==> src/rtl/uart_frame_pkg.sv <==
`default_nettype none
// +--------------------------------------------------------------------------+
// | Module      : uart_frame_pkg                                             |
// | Description : Shared types and constants for the UART frame parser:      |
// |               FSM state encoding, error code values, default header.     |
// | Revision    : 1.0 - initial release                                      |
// +--------------------------------------------------------------------------+
package uart_frame_pkg;

   typedef enum logic [2:0] {
      ST_IDLE    = 3'd0,
      ST_LEN     = 3'd1,
      ST_PAYLOAD = 3'd2,
      ST_CHK     = 3'd3,
      ST_DRAIN   = 3'd4
   } state_t;

   typedef logic [1:0] err_code_t;

   localparam err_code_t ERR_OVERRUN = 2'd0;
   localparam err_code_t ERR_BADLEN  = 2'd1;
   localparam err_code_t ERR_CHK     = 2'd2;
   localparam err_code_t ERR_TIMEOUT = 2'd3;

   localparam logic [7:0] DEFAULT_HEADER = 8'hA5;

endpackage
`default_nettype wire

==> src/rtl/uart_frame_parser_if.sv <==
`default_nettype none
// +--------------------------------------------------------------------------+
// | Module      : uart_frame_parser_if                                       |
// | Description : Byte-strobe input and payload stream output of the frame   |
// |               parser, plus its error/status flags.                       |
// |   uart_done/uart_data : received byte strobe and value                   |
// |   out_data/out_valid/out_ready/out_last : payload stream                 |
// |   frame_err/err_code  : error pulse and sticky error code                |
// |   busy                : parser not in IDLE                               |
// |   master : byte source + stream sink side                                |
// |   slave  : the parser                                                    |
// | Revision    : 1.0 - initial release                                      |
// +--------------------------------------------------------------------------+
interface uart_frame_parser_if;
   import uart_frame_pkg::*;

   logic       uart_done;
   logic [7:0] uart_data;
   logic [7:0] out_data;
   logic       out_valid;
   logic       out_ready;
   logic       out_last;
   logic       frame_err;
   err_code_t  err_code;
   logic       busy;

   modport master (
      output uart_done, uart_data, out_ready,
      input  out_data, out_valid, out_last, frame_err, err_code, busy
   );

   modport slave (
      input  uart_done, uart_data, out_ready,
      output out_data, out_valid, out_last, frame_err, err_code, busy
   );

endinterface
`default_nettype wire

==> src/rtl/uart_frame_buf.sv <==
`default_nettype none
// +--------------------------------------------------------------------------+
// | Module      : uart_frame_buf                                             |
// | Description : DEPTH x WIDTH register array, one synchronous write port   |
// |               and one asynchronous read port. No reset: contents are     |
// |               only meaningful after being written for the current frame. |
// |   clk                        : clock                                     |
// |   wr_en/wr_addr/wr_data      : write port                                |
// |   rd_addr/rd_data            : combinational read port                   |
// | Revision    : 1.0 - initial release                                      |
// +--------------------------------------------------------------------------+
module uart_frame_buf #(
   parameter  int DEPTH  = 16,
   parameter  int WIDTH  = 8,
   localparam int ADDR_W = (DEPTH > 1) ? $clog2(DEPTH) : 1
) (
   input  logic              clk,
   input  logic              wr_en,
   input  logic [ADDR_W-1:0] wr_addr,
   input  logic [WIDTH-1:0]  wr_data,
   input  logic [ADDR_W-1:0] rd_addr,
   output logic [WIDTH-1:0]  rd_data
);

   logic [WIDTH-1:0] mem_q [DEPTH];

   always_ff @(posedge clk) begin
      if (wr_en) begin
         mem_q[wr_addr] <= wr_data;
      end
   end

   assign rd_data = mem_q[rd_addr];

endmodule
`default_nettype wire

==> src/rtl/uart_frame_parser.sv <==
`default_nettype none
// +--------------------------------------------------------------------------+
// | Module      : uart_frame_parser                                          |
// | Description : Assembles HEADER, LEN, payload, CHK frames from a UART     |
// |               byte strobe. The payload is buffered and released on a     |
// |               valid/ready stream only once the checksum matches.         |
// |               Checksum = (LEN + sum of payload bytes) mod 256.           |
// |   sys_clk : clock                                                        |
// |   sys_rst : synchronous active-high reset                                |
// |   bus     : uart_frame_parser_if.slave (byte in, stream out, status)     |
// | Revision    : 1.0 - initial release                                      |
// +--------------------------------------------------------------------------+
module uart_frame_parser
   import uart_frame_pkg::*;
#(
   parameter logic [7:0] HEADER      = DEFAULT_HEADER,
   parameter int         MAX_LEN     = 16,     // 1..255
   parameter int         TIMEOUT_CYC = 50000   // >= 2
) (
   input  logic                 sys_clk,
   input  logic                 sys_rst,
   uart_frame_parser_if.slave   bus
);

   localparam int IDX_W = (MAX_LEN > 1) ? $clog2(MAX_LEN) : 1;
   localparam int LEN_W = $clog2(MAX_LEN + 1);
   localparam int TO_W  = (TIMEOUT_CYC > 2) ? $clog2(TIMEOUT_CYC) : 1;

   // The error fires on the cycle the counter would step to TIMEOUT_CYC-1,
   // so the pulse lands exactly TIMEOUT_CYC cycles after the last strobe.
   localparam logic [TO_W-1:0] TO_LIMIT = TO_W'(TIMEOUT_CYC - 2);

   state_t            state_q,     state_d;
   logic [LEN_W-1:0]  len_q,       len_d;
   logic [7:0]        sum_q,       sum_d;
   logic [IDX_W-1:0]  wr_idx_q,    wr_idx_d;
   logic [IDX_W-1:0]  rd_idx_q,    rd_idx_d;
   logic [TO_W-1:0]   to_cnt_q,    to_cnt_d;
   logic              frame_err_q, frame_err_d;
   err_code_t         err_code_q,  err_code_d;

   logic              buf_we;
   logic [7:0]        buf_rdata;
   logic              len_ok;
   logic              wr_last;
   logic              rd_last;
   logic              draining;

   uart_frame_buf #(
      .DEPTH (MAX_LEN),
      .WIDTH (8)
   ) u_buf (
      .clk     (sys_clk),
      .wr_en   (buf_we),
      .wr_addr (wr_idx_q),
      .wr_data (bus.uart_data),
      .rd_addr (rd_idx_q),
      .rd_data (buf_rdata)
   );

   assign len_ok   = (bus.uart_data != 8'd0) &&
                     (int'({24'd0, bus.uart_data}) <= MAX_LEN);
   assign wr_last  = (LEN_W'(wr_idx_q) == (len_q - LEN_W'(1)));
   assign rd_last  = (LEN_W'(rd_idx_q) == (len_q - LEN_W'(1)));
   assign draining = (state_q == ST_DRAIN);

   always_comb begin
      state_d     = state_q;
      len_d       = len_q;
      sum_d       = sum_q;
      wr_idx_d    = wr_idx_q;
      rd_idx_d    = rd_idx_q;
      to_cnt_d    = '0;
      frame_err_d = 1'b0;
      err_code_d  = err_code_q;
      buf_we      = 1'b0;

      unique case (state_q)
         ST_IDLE: begin
            if (bus.uart_done && (bus.uart_data == HEADER)) begin
               state_d = ST_LEN;
            end
         end

         ST_LEN: begin
            if (bus.uart_done) begin
               if (len_ok) begin
                  len_d    = LEN_W'(bus.uart_data);
                  sum_d    = bus.uart_data;
                  wr_idx_d = '0;
                  state_d  = ST_PAYLOAD;
               end else begin
                  frame_err_d = 1'b1;
                  err_code_d  = ERR_BADLEN;
                  state_d     = ST_IDLE;
               end
            end
         end

         ST_PAYLOAD: begin
            if (bus.uart_done) begin
               buf_we   = 1'b1;
               sum_d    = sum_q + bus.uart_data;
               wr_idx_d = wr_idx_q + IDX_W'(1);
               if (wr_last) begin
                  state_d = ST_CHK;
               end
            end
         end

         ST_CHK: begin
            if (bus.uart_done) begin
               if (bus.uart_data == sum_q) begin
                  rd_idx_d = '0;
                  state_d  = ST_DRAIN;
               end else begin
                  frame_err_d = 1'b1;
                  err_code_d  = ERR_CHK;
                  state_d     = ST_IDLE;
               end
            end
         end

         ST_DRAIN: begin
            // A byte arriving now has nowhere to go; drop it, keep draining.
            if (bus.uart_done) begin
               frame_err_d = 1'b1;
               err_code_d  = ERR_OVERRUN;
            end
            if (bus.out_ready) begin
               if (rd_last) begin
                  rd_idx_d = '0;
                  state_d  = ST_IDLE;
               end else begin
                  rd_idx_d = rd_idx_q + IDX_W'(1);
               end
            end
         end

         default: begin
            state_d = ST_IDLE;
         end
      endcase

      // Inter-byte watchdog; a strobe in the expiry cycle wins.
      if ((state_q == ST_LEN) || (state_q == ST_PAYLOAD) || (state_q == ST_CHK)) begin
         if (!bus.uart_done) begin
            if (to_cnt_q == TO_LIMIT) begin
               frame_err_d = 1'b1;
               err_code_d  = ERR_TIMEOUT;
               state_d     = ST_IDLE;
            end else begin
               to_cnt_d = to_cnt_q + TO_W'(1);
            end
         end
      end
   end

   always_ff @(posedge sys_clk) begin
      if (sys_rst) begin
         state_q     <= ST_IDLE;
         len_q       <= '0;
         sum_q       <= '0;
         wr_idx_q    <= '0;
         rd_idx_q    <= '0;
         to_cnt_q    <= '0;
         frame_err_q <= 1'b0;
         err_code_q  <= ERR_OVERRUN;
      end else begin
         state_q     <= state_d;
         len_q       <= len_d;
         sum_q       <= sum_d;
         wr_idx_q    <= wr_idx_d;
         rd_idx_q    <= rd_idx_d;
         to_cnt_q    <= to_cnt_d;
         frame_err_q <= frame_err_d;
         err_code_q  <= err_code_d;
      end
   end

   assign bus.busy      = (state_q != ST_IDLE);
   assign bus.out_valid = draining;
   assign bus.out_last  = draining && rd_last;
   assign bus.out_data  = draining ? buf_rdata : 8'h00;
   assign bus.frame_err = frame_err_q;
   assign bus.err_code  = err_code_q;

endmodule
`default_nettype wire

==> src/flat_wrapper.sv <==
// flat-port wrapper written by rule: the top's interface ports become plain ports
module uart_frame_parser_flat import uart_frame_pkg::*;
#(
   parameter logic [7:0] HEADER      = DEFAULT_HEADER,
   parameter int         MAX_LEN     = 16,              
   parameter int         TIMEOUT_CYC = 50000          
)
  (sys_clk, sys_rst, bus_uart_done, bus_uart_data, bus_out_ready, bus_out_data, bus_out_valid, bus_out_last, bus_frame_err, bus_err_code, bus_busy);
  uart_frame_parser_if bus_i ();
  input  logic sys_clk;
  input  logic sys_rst;
  input wire logic [$bits(bus_i.uart_done)-1:0] bus_uart_done;
  input wire logic [$bits(bus_i.uart_data)-1:0] bus_uart_data;
  input wire logic [$bits(bus_i.out_ready)-1:0] bus_out_ready;
  output wire logic [$bits(bus_i.out_data)-1:0] bus_out_data;
  output wire logic [$bits(bus_i.out_valid)-1:0] bus_out_valid;
  output wire logic [$bits(bus_i.out_last)-1:0] bus_out_last;
  output wire logic [$bits(bus_i.frame_err)-1:0] bus_frame_err;
  output wire logic [$bits(bus_i.err_code)-1:0] bus_err_code;
  output wire logic [$bits(bus_i.busy)-1:0] bus_busy;
  assign bus_i.uart_done = bus_uart_done;
  assign bus_i.uart_data = bus_uart_data;
  assign bus_i.out_ready = bus_out_ready;
  assign bus_out_data = bus_i.out_data;
  assign bus_out_valid = bus_i.out_valid;
  assign bus_out_last = bus_i.out_last;
  assign bus_frame_err = bus_i.frame_err;
  assign bus_err_code = bus_i.err_code;
  assign bus_busy = bus_i.busy;
  uart_frame_parser #(.HEADER(HEADER), .MAX_LEN(MAX_LEN), .TIMEOUT_CYC(TIMEOUT_CYC)) u_core (.sys_clk(sys_clk), .sys_rst(sys_rst), .bus(bus_i));
endmodule
==> config.mk <==
export PLATFORM = sky130hd
export DESIGN_NAME = uart_frame_parser_flat
export DESIGN_NICKNAME = d
export VERILOG_FILES = /design/src/rtl/uart_frame_pkg.sv /design/src/rtl/uart_frame_parser_if.sv /design/src/rtl/uart_frame_buf.sv /design/src/rtl/uart_frame_parser.sv /design/src/flat_wrapper.sv
export SDC_FILE = /design/constraint.sdc
export NUM_CORES = 1
export LEC_CHECK = 0
export CORE_ASPECT_RATIO = 0.6
export CORE_MARGIN = 5
export CORE_UTILIZATION = 55
export DETAILED_ROUTE_END_ITERATION = 8
export MAX_ROUTING_LAYER = met4
export PLACE_DENSITY = 0.76
export SYNTH_ARGS = -nofsm -noshare
export SYNTH_HDL_FRONTEND = slang
export SYNTH_SLANG_ARGS = --single-unit
==> constraint.sdc <==
create_clock -name sys_clk -period 2.64 [get_ports sys_clk]
set_clock_uncertainty 0.1 [all_clocks]
set_input_delay 0.66 -clock sys_clk [delete_from_list [all_inputs] [get_ports sys_clk]]
set_output_delay 0.66 -clock sys_clk [all_outputs]
set_load 0.005 [all_outputs]
==> results of run 1 <==
[layout by cell type (no fill, tap or decap), types with 11 or more instances in the layout]
cell type / n
dfxtp_1: 43
clkbuf_16: 17
nand2_1: 39
xor2_1: 13
a21oi_1: 20
inv_1: 11
xnor2_1: 14
edfxtp_1: 128
buf_4: 59
ha_1: 11
nor2_1: 41
nand3_1: 19
mux4_2: 40
nor3_1: 18
[layer usage]
metal / track usage, % / vias to the layer above / routed length [um]
met5: - / - / 0
met4: 5.46 / 0 / 178
met3: 7.24 / 28 / 2290
met2: 35.9 / 314 / 8510
met1: 37.7 / 2566 / 8520
li1: - / 2215 / -
[registers in the layout, indices dropped and copies added (netlist names), named ones only]
name / cells
u_core.sum_q: 8
u_core.len_q: 5
u_core.to_cnt_q: 16
u_core.bus.err_code: 2
u_core.state_q: 3
u_core.wr_idx_q: 4
u_core.u_buf.mem_q: 128
u_core.bus.frame_err: 1
u_core.rd_idx_q: 4
[layout make-up]
class,instances,area share (%)
tap,175,2.34
clock buffer,17,4.55
sequential,175,51.3
timing repair buffer,96,9.78
clock inverter,15,1.59
multi-input combinational,316,29.8
inverter,15,0.643
[cell usage after synthesis (all sizes together), types with 2 or more instances]
cell type	n	share of area (%)
o31ai	2	0.20
mux2i	2	0.26
a21oi	21	1.4
a31oi	4	0.33
inv	14	0.69
nor2b	2	0.16
o21a	2	0.20
a211oi	2	0.20
nor4b	3	0.34
dfxtp	47	12
nand3	19	1.2
buf	15	1.1
and4	4	0.46
or4	3	0.34
nor4	6	0.57
o21ai	9	0.59
a311oi	2	0.23
clkbuf	10	0.49
nand2	39	1.9
ha	15	2.5
o221ai	2	0.23
nor2	42	2.2
nor3	18	1.2
edfxtp	128	50
and2	8	0.66
nand4	9	0.74
or3	2	0.16
a21o	4	0.39
nand2b	3	0.25
mux4	40	12
xor2	14	1.6
nand4b	2	0.23
xnor2	16	1.8
and3	4	0.33
o211ai	2	0.20
[stage by stage]
step	power, mW	setup WS (ns)	cell area, um2	TNS (ns)
floorplan	3.04	0.103	7620	0
global placement	3.13	-0.507	8510	-12.78
detailed placement	3.14	-0.623	8510	-13.66
CTS	5.54	-0.558	9280	-4.10
global route	5.68	-0.583	9340	-4.41
finish	5.51	-0.507	9340	-3.91
[how the worst min path moves through the flow]
stage                          startpoint  depth (start not counted)              end
final                     u_core.len_q[1]                          2  u_core.len_q[1]
after global routing      u_core.len_q[1]                          2  u_core.len_q[1]
after CTS                 u_core.len_q[1]                          2  u_core.len_q[1]
after detailed placement  u_core.len_q[1]                          2  u_core.len_q[1]
after global placement    u_core.len_q[1]                          2  u_core.len_q[1]
after floorplan           u_core.sum_q[5]                          2  u_core.sum_q[5]
[worst min-delay path, delay by kind of cell, from the launching register on]
family          cells  cell delay (ns)
compound gates      1             0.05
simple gates        1             0.05
flops               1             0.33
[where the power goes]
part | total [mW] | internal [mW] | switching, mW
Clock | 2.43 | 1.26 | 1.17
Combinational | 0.143 | 0.0518 | 0.0909
Sequential | 2.94 | 2.94 | 0.0000450
[repair_timing]
item | 4_1_cts | 5_1_grt
gates resized for setup | 62 | 22
pin swaps | 12 | 6
cloned | 2 | 0
hold endpoints to repair | 0 | 0
buffers inserted | 9 | 0
setup endpoints to repair | 19 | 25
[kinds of logic (layout without fill, tap and decap cells)]
group | count (synthesis) | after routing | share of synthesized area [%]
XOR/XNOR | 31 | 31 | 3.74
multiplexers | 42 | 42 | 12.1
buffers and inverters | 40 | 143 | 2.36
AO/OA/AOI/OAI | 58 | 58 | 5.04
AND/OR/NAND/NOR | 169 | 169 | 11.3
adder cells (fa/ha/maj) | 16 | 16 | 2.72
flip-flops | 175 | 175 | 62.8
==> impl_metrics.csv, run 1 <==
group,metric,value,unit
critical_path,cp_slowest_stage_delay,0.57,ns
min_path,min_path_type,"reg -> reg",
clocking,worst_skew_pair.late_latency,0.43,ns
layout,layout.cells.non_filler,809,
place,portBuffers,25,
detailed_routing,num_vias,5123,
global_route,antenna_found_initial,0,
power,ir_worst_vdd,443,uV
flow_run,drv_cap,0,
sta,finalCritPeriodShare,119,%
layout,regArea,4790,um2
detailed_routing,vias_per_cell,6.33,
clocking,clock_sinks,175,
place,dpl.hpwl,12500,um
yosys,yosys_warnings,0,
sta,max_freq,318,MHz
critical_path,worstPathArrival,2.39,ns
detailed_routing,drt_iter0_markers,607,
clocking,ctsHoldBuffers,0,
layout,drive_gt1_share,28.7,%
global_route,grt_pass1_vias,4962,
sta,slew_violations,0,
sta,slew_headroom,51.2,%
power,power_density,590,nW/um2
place,placed_cells,768,
global_route,grt_usage,25.6,%
place,place.gp.congestion,0.836,
clocking,cts_tree,"done",
floorplan,die_area,16400,um2
critical_path,ff2ff_setup_slack,0.46,ns
layout,nFillCells,953,
critical_path,path_common_cell,"mux4_2",
yosys,synthArstFlopShare,0,%
critical_path,reg2reg_depth,6,
sta,holdWs,0.371,ns
sta,worst_pin_slew,0.726,ns
clocking,cts_max_level,4,
critical_path,crit_type,"reg -> out",
yosys,ys.flop_type,"edfxtp_1",
detailed_routing,drc,0,
clocking,clock_path_buffers,2,
yosys,avgSynthCellArea,14.4,um2
global_route,grt_first_pass_wirelength,29700,um
global_route,grt_start_max_net_pins,33,
layout,n_antenna_cell,0,
yosys,syn-cell-area,7620,um2
critical_path,path_buf_inv,3,
global_route,grt_overflow,0,
run_status,outcome,"finished with violations",
critical_path,path_cells,"buf_12 -> buf_8 -> mux4_2 -> mux4_2 -> and2_4 -> buf_6",
critical_path,worst_setup_path_end_kind,"output pin",
detailed_routing,ant_nets,0,
critical_path,crit_slowest_cell,"mux4_2",
detailed_routing,routed_wirelength,19500,um
sta,setup_viol,8,
sta,setup_ws,-0.507,ns
floorplan,coreArea,13600,um2
sta,hold_viol,0,
critical_path,cp.depth,6,
detailed_routing,drt_first_pass_iters,5,
floorplan,start_util,56.0,%
layout,area_growth,22.5,%
layout,nets,649,
floorplan,die_x,162,um
critical_path,crit_required,1.88,ns
yosys,ys_seq_elements,175,
run_status,violations,"negative setup slack",
yosys,synth_nets,559,
sta,rsz0062_at_grt,"yes",
yosys,synth.distinct_cells,57,
yosys,syn_inst,531,
critical_path,rr_startpoint,"u_core.sum_q[2]",
critical_path,start_kind,"flip-flop",
clocking,clk_pin_slew_worst_paths,0.07,ns
critical_path,cp_top_family,"multiplexers",
layout,fin_util,68.6,%
yosys,ys_seq_area_share,62.8,%
clocking,cts_root_buf,"clkbuf_16",
clocking,numCtsBuffers,17,
layout,multi_input_area,2780,um2
critical_path,cp_max_fo,4,
floorplan,io_pins,26,
power,cellLeakagePower,3.16,nW
yosys,synth_edf_count,128,
floorplan,rows,33,
detailed_routing,wl_per_cell,24.1,um
sta,min_period,3.15,ns
floorplan,dieHeight,101,um
critical_path,crit_path_end,"bus_out_data[1]",
(Power assumes the default switching activity.)
==> run 2: changes to the inputs <==
--- a/config.mk
+++ b/config.mk
@@ -7,10 +7,10 @@
 export LEC_CHECK = 0
 export CORE_ASPECT_RATIO = 0.6
 export CORE_MARGIN = 5
-export CORE_UTILIZATION = 55
+export CORE_UTILIZATION = 40
+export CTS_CLUSTER_SIZE = 24
 export DETAILED_ROUTE_END_ITERATION = 8
 export MAX_ROUTING_LAYER = met4
-export PLACE_DENSITY = 0.76
 export SYNTH_ARGS = -nofsm -noshare
 export SYNTH_HDL_FRONTEND = slang
 export SYNTH_SLANG_ARGS = --single-unit
==> impl_metrics.csv, run 2 (synthesis gave the netlist of run 1 again) <==
group,metric,value,unit
global_route,grt_pass1_vias,4983,
global_route,grt_first_pass_wirelength,28400,um
critical_path,start_kind,"flip-flop",
flow_run,drv_cap,0,
layout,top_register,"u_core.u_buf.mem_q",
sta,max_freq,316,MHz
floorplan,die_x,188,um
run_status,outcome,"finished with violations",
detailed_routing,drt_iter0_markers,561,
detailed_routing,ant_nets,0,
global_route,grt_usage,17.7,%
floorplan,rows,39,
power,clock_power_share,44.6,%
layout,fin_util,50.7,%
sta,hold_viol,0,
power,cellLeakagePower,3.24,nW
critical_path,cp_top_family,"multiplexers",
min_path,min_path_type,"reg -> reg",
place,place.gp.congestion,0.910,
power,share_comb_of_total_power,2.4,%
sta,min_period,3.17,ns
clocking,clock_path_buffers,2,
power,ir_worst_vdd,400,uV
layout,top_regs,"u_core.u_buf.mem_q (128), u_core.to_cnt_q (16), u_core.sum_q (8)",
sta,setup_ws,-0.527,ns
clocking,cts_tree,"done",
detailed_routing,routed_wirelength,18400,um
floorplan,start_util,40.4,%
clocking,clk_pin_slew_worst_paths,0.07,ns
clocking,numCtsBuffers,17,
floorplan,dieHeight,117,um
floorplan,die_area,22000,um2
clocking,ctsHoldBuffers,0,
layout,layout_common_cells,"edfxtp_1, buf_4, dfxtp_1",
clocking,cts_root_buf,"clkbuf_16",
critical_path,worst_setup_path_end_kind,"output pin",
critical_path,worstPathArrival,2.41,ns
power,total_power,5.55,mW
power,p_seq_share,53.0,%
critical_path,path_buf_inv,3,
floorplan,io_pins,26,
place,dp_worst_setup_slack,-0.516,ns
critical_path,cp_max_fo,6,
place,placed_cells,846,
power,internal_power,4.27,mW
global_route,antenna_found_initial,0,
critical_path,crit_slowest_cell,"mux4_2",
detailed_routing,vias_per_cell,5.45,
critical_path,crit_required,1.88,ns
power,p_switching,1.28,mW
detailed_routing,drc,0,
layout,layout.cells.non_filler,898,
clocking,clock_sinks,175,
detailed_routing,num_vias,4898,
layout,nets,667,
clocking,worst_skew_pair.late_latency,0.42,ns
power,power.share.switching,23.0,%
power,power_density,580,nW/um2
sta,rsz0062_at_grt,"yes",
layout,drive_gt1_share,30.5,%
detailed_routing,drt_first_pass_iters,5,
place,dpl.hpwl,12700,um
run_status,violations,"negative setup slack",
global_route,grt_start_max_net_pins,25,
layout,mostFrequentLayoutCell,"edfxtp_1",
critical_path,path_cells,"buf_12 -> buf_6 -> mux4_2 -> mux4_2 -> and2_4 -> buf_6",
place,portBuffers,25,
sta,slew_violations,0,
sta,finalCritPeriodShare,120,%
sta,worst_pin_slew,0.674,ns
layout,n_antenna_cell,0,
floorplan,coreArea,18900,um2
global_route,grt_overflow,0,
clocking,cts_max_level,4,
sta,slew_headroom,54.6,%
sta,setup_viol,8,
layout,area_growth,25.5,%
critical_path,cp_slowest_stage_delay,0.56,ns
critical_path,crit_type,"reg -> out",
layout,largest_register_ffs,128,
detailed_routing,wl_per_cell,20.5,um
run 2: cell types whose count changed in the layout (fill, tap and decap cells not counted), sizes merged:
cell / before / now
clkdlybuf4s50: 10 / 13
dlymetal6s2s: 4 / 1
buf: 80 / 98
inv: 21 / 23
clkinv: 6 / 4
run 2: power by group through the flow:
stage	combinational, mW	clock [mW]	sequential, mW
4_1_cts	0.130	2.51	2.94
3_5_place_dp	0.130	0	3.00
6_report	0.134	2.47	2.94
3_3_place_gp	0.125	0	3.00
5_1_grt	0.144	2.64	2.94
2_1_floorplan	0.0329	0	3.00
run 2: repair_timing:
item	in CTS	in global routing
pin swaps	14	9
setup endpoints to repair	18	16
cloned	2	0
setup buffers	17	3
resized for setup	69	14
run 2: worst min-delay path, cell delays in order (launching register included):
cell,delay (ns)
dfxtp_1,0.32
nand4_1,0.07
o31ai_1,0.06
run 2: cell type report:
cell class	instances	area, um2
fill	1531	9320
sequential	175	4790
multi-input combinational	316	2760
timing repair buffer	114	1060
clock buffer	17	425
tap	246	308
clock inverter	15	166
inverter	15	60.1
run 2: routing by layer:
layer | vias to the layer above | part of all wire, % | GRT usage, %
li1 | 2251 | - | -
met1 | 2459 | 48 | 25.6
met5 | - | 0 | -
met2 | 174 | 44 | 26.0
met3 | 14 | 6.6 | 3.65
met4 | 0 | 0.79 | 3.86
run 2: worst paths after layout:
kind / start / to / slack, ns / cells past startpoint
max reg2reg: u_core.sum_q[2] / flip-flop / 0.39 / 6
max: flip-flop / bus_out_data[1] / -0.53 / 6
min reg2reg: u_core.sum_q[6] / u_core.sum_q[6] / 0.38 / 2
min: u_core.sum_q[6] / u_core.sum_q[6] / 0.38 / 2
run 2: metrics by stage:
step                      TNS [ns]  instance area (um2)  hold WS (ns)
after floorplan                  0                 7620         0.347
after global placement      -10.51                 8670         0.367
after detailed placement    -11.23                 8670         0.377
after CTS                    -4.13                 9500         0.387
after global routing         -4.61                 9570         0.416
final                        -4.03                 9570         0.385
